==> src/rtl/vehicle_detect_if.sv <==
// vehicle_detect_if: farm-road sensor and light inputs plus queue status outputs
interface vehicle_detect_if #(parameter int cw = 3);
  logic          sensor_raw;
  logic          fg;
  logic          detect;
  logic [cw-1:0] vehicle_count;
  logic          starve;
  logic          overflow;
  modport master(output sensor_raw, fg, input detect, vehicle_count, starve, overflow);
  modport slave(input sensor_raw, fg, output detect, vehicle_count, starve, overflow);
endinterface

==> src/rtl/vehicle_detect.sv <==
// vehicle_detect: debounced farm-road loop sensor feeding a saturating queue count and wait/starve FSM
module vehicle_detect #(
  parameter int debounce = 4,
  parameter int cw       = 3,
  parameter int max_wait = 64
) (
  input logic            clk,
  input logic            reset,
  vehicle_detect_if.slave bus_io
);
  typedef enum logic [1:0] {IDLE, WAIT, SERVE} state_t;
  state_t        state_q, state_d;
  logic          s1_q, s2_q, filt_q, filt_d, rise_q, rise_d, fall_q, fall_d, ovf_q, ovf_d;
  logic          hit, arrival, departure, sat;
  logic [7:0]    db_q, db_d;
  logic [cw-1:0] cnt_q, cnt_d;
  logic [15:0]   wait_q, wait_d;
  always_ff @(posedge clk or negedge reset) begin
    if (!reset) begin
      s1_q    <= 1'b0;
      s2_q    <= 1'b0;
      filt_q  <= 1'b0;
      db_q    <= '0;
      rise_q  <= 1'b0;
      fall_q  <= 1'b0;
      cnt_q   <= '0;
      ovf_q   <= 1'b0;
      wait_q  <= '0;
      state_q <= IDLE;
    end else begin
      s1_q    <= bus_io.sensor_raw;
      s2_q    <= s1_q;
      filt_q  <= filt_d;
      db_q    <= db_d;
      rise_q  <= rise_d;
      fall_q  <= fall_d;
      cnt_q   <= cnt_d;
      ovf_q   <= ovf_d;
      wait_q  <= wait_d;
      state_q <= state_d;
    end
  end
  // Edge events are registered so the count moves one cycle after the filter flips.
  always_comb begin
    hit       = (s2_q != filt_q) && (db_q == 8'(debounce - 1));
    filt_d    = hit ? ~filt_q : filt_q;
    db_d      = (s2_q == filt_q || hit) ? '0 : db_q + 8'd1;
    rise_d    = hit && !filt_q;
    fall_d    = hit && filt_q;
    arrival   = rise_q;
    departure = fall_q && bus_io.fg;
    sat       = &cnt_q;
    cnt_d     = arrival ? (sat ? cnt_q : cnt_q + 1'b1)
              : (departure && cnt_q != '0) ? cnt_q - 1'b1 : cnt_q;
    ovf_d     = ovf_q | (arrival & sat);
    state_d   = bus_io.fg ? SERVE : (cnt_d != '0 ? WAIT : IDLE);
    wait_d    = state_q == WAIT ? (wait_q == 16'(max_wait) ? wait_q : wait_q + 16'd1) : '0;
  end
  assign bus_io.detect        = cnt_q != '0;
  assign bus_io.vehicle_count = cnt_q;
  assign bus_io.starve        = (state_q == WAIT) && (wait_q == 16'(max_wait));
  assign bus_io.overflow      = ovf_q;
endmodule

==> src/flat_wrapper.sv <==
// flat-port wrapper written by rule: the top's interface ports become plain ports
module vehicle_detect_flat 
#(
  parameter int debounce = 4,
  parameter int cw       = 3,
  parameter int max_wait = 64
)
  (clk, reset, bus_io_sensor_raw, bus_io_fg, bus_io_detect, bus_io_vehicle_count, bus_io_starve, bus_io_overflow);
  vehicle_detect_if #(.cw(cw)) bus_io_i ();
  input logic clk;
  input logic reset;
  input wire logic [$bits(bus_io_i.sensor_raw)-1:0] bus_io_sensor_raw;
  input wire logic [$bits(bus_io_i.fg)-1:0] bus_io_fg;
  output wire logic [$bits(bus_io_i.detect)-1:0] bus_io_detect;
  output wire logic [$bits(bus_io_i.vehicle_count)-1:0] bus_io_vehicle_count;
  output wire logic [$bits(bus_io_i.starve)-1:0] bus_io_starve;
  output wire logic [$bits(bus_io_i.overflow)-1:0] bus_io_overflow;
  assign bus_io_i.sensor_raw = bus_io_sensor_raw;
  assign bus_io_i.fg = bus_io_fg;
  assign bus_io_detect = bus_io_i.detect;
  assign bus_io_vehicle_count = bus_io_i.vehicle_count;
  assign bus_io_starve = bus_io_i.starve;
  assign bus_io_overflow = bus_io_i.overflow;
  vehicle_detect #(.debounce(debounce), .cw(cw), .max_wait(max_wait)) u_core (.clk(clk), .reset(reset), .bus_io(bus_io_i));
endmodule
==> config.mk <==
export PLATFORM = sky130hd
export DESIGN_NAME = vehicle_detect_flat
export DESIGN_NICKNAME = d
export VERILOG_FILES = /design/src/rtl/vehicle_detect_if.sv /design/src/rtl/vehicle_detect.sv /design/src/flat_wrapper.sv
export SDC_FILE = /design/constraint.sdc
export NUM_CORES = 1
export LEC_CHECK = 0
export ABC_AREA = 1
export CAP_MARGIN = 30
export CORE_MARGIN = 2
export CORE_UTILIZATION = 60
export CTS_BUF_LIST = sky130_fd_sc_hd__clkbuf_8
export DETAILED_ROUTE_END_ITERATION = 10
export PLACE_DENSITY = 0.8
export SYNTH_ARGS = -nofsm -noshare
export SYNTH_HDL_FRONTEND = slang
export SYNTH_SLANG_ARGS = --single-unit
==> constraint.sdc <==
create_clock -name clk -period 3.05 [get_ports clk]
set_input_delay 0.61 -clock clk [delete_from_list [all_inputs] [get_ports clk]]
set_output_delay 0.61 -clock clk [all_outputs]
set_load 0.05 [all_outputs]
== After elaboration in Yosys (flattened, before gate mapping) ==
Cells that the tools add are included.
Widths: inputs -> output; s select.

* Logic and storage cells: 42
* Latch bits: 0
* Memories: 0
* Flip-flop bits (word level): 35
* Memory bits (read-only): 0
* Bits in writable memories: 0
* Input port bits: 4

* Shift-type cells: 0
* Magnitude comparators: 0
* Div/mod/pow operators: 0
* Multipliers: 0
* Reduce and logical (&&, ||, !) cells: 11
* Add/subtract/negate cells: 4
* Bitwise gates (word level): 3
* Multiplexer cells: 8
* Equal/unequal tests: 6

{| class="wikitable"
|+ Operators with widths
! operator !! number
|-
| $mux 16 || 2
|-
| $add 16x1->16 const B || 1
|-
| $eq 16x7->1 const B || 1
|-
| $mux 3 || 3
|-
| $add 8x1->8 const B || 1
|-
| $eq 8x2->1 const B || 1
|-
| $mux 8 || 1
|-
| $logic_and 1x1->1 || 6
|-
| $reduce_bool 3->1 || 2
|-
| $add 3x1->3 const B || 1
|-
| $reduce_and 3->1 || 1
|-
| $sub 3x1->3 const B || 1
|-
| $eq 2x1->1 const B || 1
|-
| $mux 2 || 1
|-
| $ne 2x2->1 const B || 1
|-
| $and 1x1->1 || 1
|-
| $eq 1x1->1 || 1
|-
| $logic_not 1->1 || 1
|-
| $logic_or 1x1->1 || 1
|-
| $mux 1 || 1
|-
| $ne 1x1->1 || 1
|-
| $not 1->1 || 1
|-
| $or 1x1->1 || 1
|}

== Longest topological paths before layout ==
* Depth after elaboration: 7
* Gate-level depth with buffers: 10
* Mapped depth without buffers: 10

== Worst setup path before layout ==
No wires, ideal clock.

* Path kind: reg2out
* Start: register u_core.wait_q[0]
* End: output port bus_io_starve
* Cell stages (with the launch flop): 7
* Slack: 0.928 ns
* Buffers on the path: 0
* Arrival time: 1.512 ns
* Data required time: 2.440 ns
* Cells stage by stage: dfrtp_1 inv_1 ha_1 nand4_1 nor2_1 nand3_1 nor2_1

* Longest elaborated chain between the ends: 2

{| class="wikitable"
|+ Ends and longest elaborated chain
! item !! line !! RTL
|-
| start, declared || vehicle_detect.sv:17 || <nowiki>logic [15:0] wait_q, wait_d;</nowiki>
|-
| start signal, assigned || vehicle_detect.sv:39 || <nowiki>wait_q <= wait_d;</nowiki>
|-
| $eq 16x7->1 || vehicle_detect.sv:61 || <nowiki>assign bus_io.starve = (state_q == WAIT) && (wait_q == 16'(max_wait));</nowiki>
|-
| $logic_and 1x1->1 || vehicle_detect.sv:61 ||
|-
| end, declared || flat_wrapper.sv:16 || <nowiki>output wire logic [$bits(bus_io_i.starve)-1:0] bus_io_starve;</nowiki>
|}

No other way between the ends.

== Worst setup path after layout ==
Same ends and word-level chain as after synthesis.

==> results.py <==
metrics = {
    "global_route": {
        "first_pass_grt_wire_length_mm": 6.03,
        "first_global_vias": 1417,
        "antenna_found_initial": 0,
        "grt-ovfl-total": 0,
        "maximum_number_of_pins_on_one_net_before_global_route_repair": 36,
        "grt_util_all_layers_pct": 23.3,
    },
    "power_and_ir_drop": {
        "power.density_cell_area_nw_per_um2": 639,
        "vdd_drop_max_mv": 0.478,
        "cellLeakagePower_nw": 0.963,
        "psw_w": 0.000457,
        "netSwitchingFraction_pct": 35.1,
        "power.clock.fraction_pct": 27.5,
        "power_frac_comb_pct": 29.2,
        "share_seq_of_total_power_pct": 43.4,
        "internal_power_w": 0.000845,
        "finalPower_w": 0.00130,
    },
    "job": {
        "max_cap_violations": 0,
    },
    "cells_and_area": {
        "nNetsFinal": 251,
        "synth_to_layout_area_growth_pct": 13.1,
        "fraction_of_final_layout_cells_with_drive_strength_greater_than_1_pct": 9.50,
        "filler_cell_count_in_the_final_layout": 202,
        "area_taken_by_multi_input_logic_gates_sq_um": 779,
        "insertedDiodeCount": 0,
        "layout.area.seq_sq_um": 876,
    },
    "critical_path": {
        "r2r_cells": 10,
        "cp.required_ns": 2.44,
        "rr_startpoint": "u_core.bus_io.vehicle_count[0]$_DFF_PN0_",
        "startpoint_types": "flip-flop",
        "path_max_fanout": 4,
        "crit_path_kind": "reg2out",
        "origin_of_the_worst_setup_path": "u_core.wait_q[0]$_DFFE_PN0N_",
        "worst_ep_arrival_time_ns": 2.10,
        "rrSetupSlack_ns": 1.54,
        "worst_r2r_endpoint": "u_core.state_q[0]$_DFF_PN0_",
        "worst_setup_path_endpoint": "bus_io_starve",
        "endpoint_kind": "primary output",
    },
    "timing": {
        "final.setup_skew_ns": 0.00684,
        "timing.setup.tns_ns": 0,
        "clock.fmax_mhz": 369,
        "rsz0062_at_grt": "false",
        "min_period_over_period_pct": 89.0,
        "fin_ws_ns": 0.336,
        "finalHoldViolations": 0,
        "final_period_minus_worst_setup_slack_ns": 2.71,
        "slew-limit-headroom_pct": 64.2,
        "tightestPinTransition_ns": 0.535,
        "hold_slack_ns": 0.348,
        "number_of_pins_exceeding_their_max_slew_limit_in_the_final_report": 0,
        "setup_violations": 0,
    },
    "clock_tree": {
        "cts_inserted_buffers": 5,
        "tritoncts": "built",
        "cts_root_buffer": "clkbuf_8",
        "cts.repair.resized": 0,
        "cts-htree-levels": 2,
        "cts_sinks": 35,
        "cts_hold_buffers": 0,
        "clock_latency_ns": 0.28,
        "cts-root-to-sink-buffers": 2,
        "clk_pin_slew_ns": 0.06,
        "cts_setup_buffers": 0,
    },
    "synth": {
        "mappedNetlistArea_sq_um": 1800,
        "seq_area_frac_synth_pct": 48.6,
        "ys_seq_elements": 35,
        "netlist_cell_types": 23,
        "syn_area_per_cell_sq_um": 8.04,
        "post_synth_inst_count": 224,
        "postSynthNetCount": 234,
        "synth.yosys.warnings": 0,
    },
    "detailed_routing": {
        "antenna_left": 0,
        "drt-initial-drc-count": 108,
        "detail_route.wl_per_cell_um": 12.1,
        "routed_via_density": 5.46,
        "dr.pass1.iters": 4,
        "total_number_of_vias": 1490,
        "drc_violations_left": 0,
        "totalWireLength_mm": 3.30,
    },
    "floorplan": {
        "die_area_sq_um": 3460,
        "row_count": 19,
        "chipWidth_um": 58.8,
        "die_height_um": 58.8,
        "ioPinCount": 10,
        "core_area_sq_um": 2810,
        "starting_density_of_the_core_pct": 64.2,
    },
    "placed_design": {
        "io_buffers": 9,
        "detailed_placement_wirelength_estimate_mm": 2.41,
        "pre_cts_ws_ns": 0.630,
        "globalplace.congestion": 0.926,
    },
    "outcome": {
        "status": "finished, final reports clean",
    },
    "min_path": {
        "holdCritPathClass": "reg2reg",
    },
}
state kept, by name, indices dropped and copies added (netlist names):
name,flops
u_core.arrival,1
u_core.filt_q,1
u_core.s1_q,1
u_core.s2_q,1
u_core.db_q,8
u_core.state_q,2
u_core.bus_io.vehicle_count,3
u_core.wait_q,16
u_core.fall_q,1
u_core.bus_io.overflow,1
cells in the mapped netlist:
cell / n / area (sq um)
a21oi_1: 13 / 65.1
a21oi_2: 1 / 8.76
a31oi_1: 1 / 6.26
buf_4: 1 / 7.51
dfrtp_1: 35 / 876
ha_1: 6 / 75.1
inv_1: 36 / 135
inv_2: 1 / 3.75
nand2_1: 40 / 150
nand2_2: 4 / 25.0
nand3_1: 21 / 105
nand4_1: 8 / 50.1
nor2_1: 26 / 97.6
nor2_2: 5 / 31.3
nor2_4: 2 / 22.5
nor3_1: 8 / 40.0
nor3b_1: 3 / 22.5
nor4_1: 1 / 6.26
o21ai_0: 4 / 20.0
o21ai_1: 4 / 20.0
o21ai_2: 1 / 8.76
o21bai_1: 1 / 7.51
xor2_1: 2 / 17.5
routing by layer:
| metal | vias up | part of all wire [%] | GRT usage, % |
|---|---|---|---|
| met3 | 4 | 5.1 | 6.59 |
| met2 | 43 | 47 | 36.7 |
| met5 | - | 0 | 0 |
| met4 | 0 | 1.2 | 10.1 |
| met1 | 687 | 46 | 30.2 |
| li1 | 756 | - | - |
cell families after synthesis:
group / Yosys count / share of synthesized area [%]
AOI/OAI and AO/OA: 25 / 7.57
xor gates and xnor gates: 2 / 0.972
adders and majority gates: 6 / 4.17
buffers and inverters: 38 / 8.12
DFF: 35 / 48.6
and+or+nand+nor: 118 / 30.6
layout by cell type (no fill, tap or decap), types with 7 or more instances in the layout:
master | synthesis | routed
a21oi_1 | 13 | 13
nor2_1 | 26 | 26
dfrtp_1 | 35 | 35
clkbuf_8 | 0 | 7
inv_1 | 36 | 37
nand4_1 | 8 | 8
nand2_1 | 40 | 40
clkdlybuf4s50_1 | 0 | 9
nor3_1 | 8 | 8
nand3_1 | 21 | 21
metrics by stage:
stage	std cells	instance area, sq um	util, %
after floorplan	224	1800	-
after global placement	265	1940	69.1
after detailed placement	265	1940	69.1
after CTS	273	2040	72.7
after global routing	273	2040	72.7
final	273	2040	72.7
power groups by stage:
stage / Sequential, W / Combinational [W] / Clock (W)
5_1_grt: 0.000574 / 0.000417 / 0.000389
2_1_floorplan: 0.000649 / 0.000184 / 0
3_3_place_gp: 0.000568 / 0.000363 / 0
4_1_cts: 0.000564 / 0.000382 / 0.000371
6_report: 0.000564 / 0.000380 / 0.000357
3_5_place_dp: 0.000572 / 0.000380 / 0
worst max-delay path, cell delays in order (launching register included):
cell and delay, ns:
dfrtp_1 0.41, inv_1 0.09, ha_1 0.16, nand4_1 0.09, nor2_1 0.10, nand3_1 0.08
nor2_1 0.10, clkdlybuf4s50_1 0.80
worst min path at each step:
stage                           from                  endpoint  slack, ns  depth (start not counted)
4_1_cts        u_core.s1_q$_DFF_PN0_     u_core.s2_q$_DFF_PN0_       0.35                          0
3_3_place_gp   u_core.s1_q$_DFF_PN0_     u_core.s2_q$_DFF_PN0_       0.33                          0
3_5_place_dp   u_core.s1_q$_DFF_PN0_     u_core.s2_q$_DFF_PN0_       0.33                          0
5_1_grt        u_core.s1_q$_DFF_PN0_     u_core.s2_q$_DFF_PN0_       0.36                          0
6_report       u_core.s1_q$_DFF_PN0_     u_core.s2_q$_DFF_PN0_       0.35                          0
2_1_floorplan                  reset  u_core.arrival$_DFF_PN0_       0.31                          0
final cells by class:
cell class | count | share of cell area (%)
Tap cell | 31 | 1.90
Sequential cell | 35 | 43.0
Timing Repair Buffer | 11 | 5.16
Clock inverter | 1 | 0.184
Clock buffer | 7 | 4.73
Inverter | 37 | 6.81
Multi-Input combinational cell | 151 | 38.2
Power figures use the tool's default switching activity.
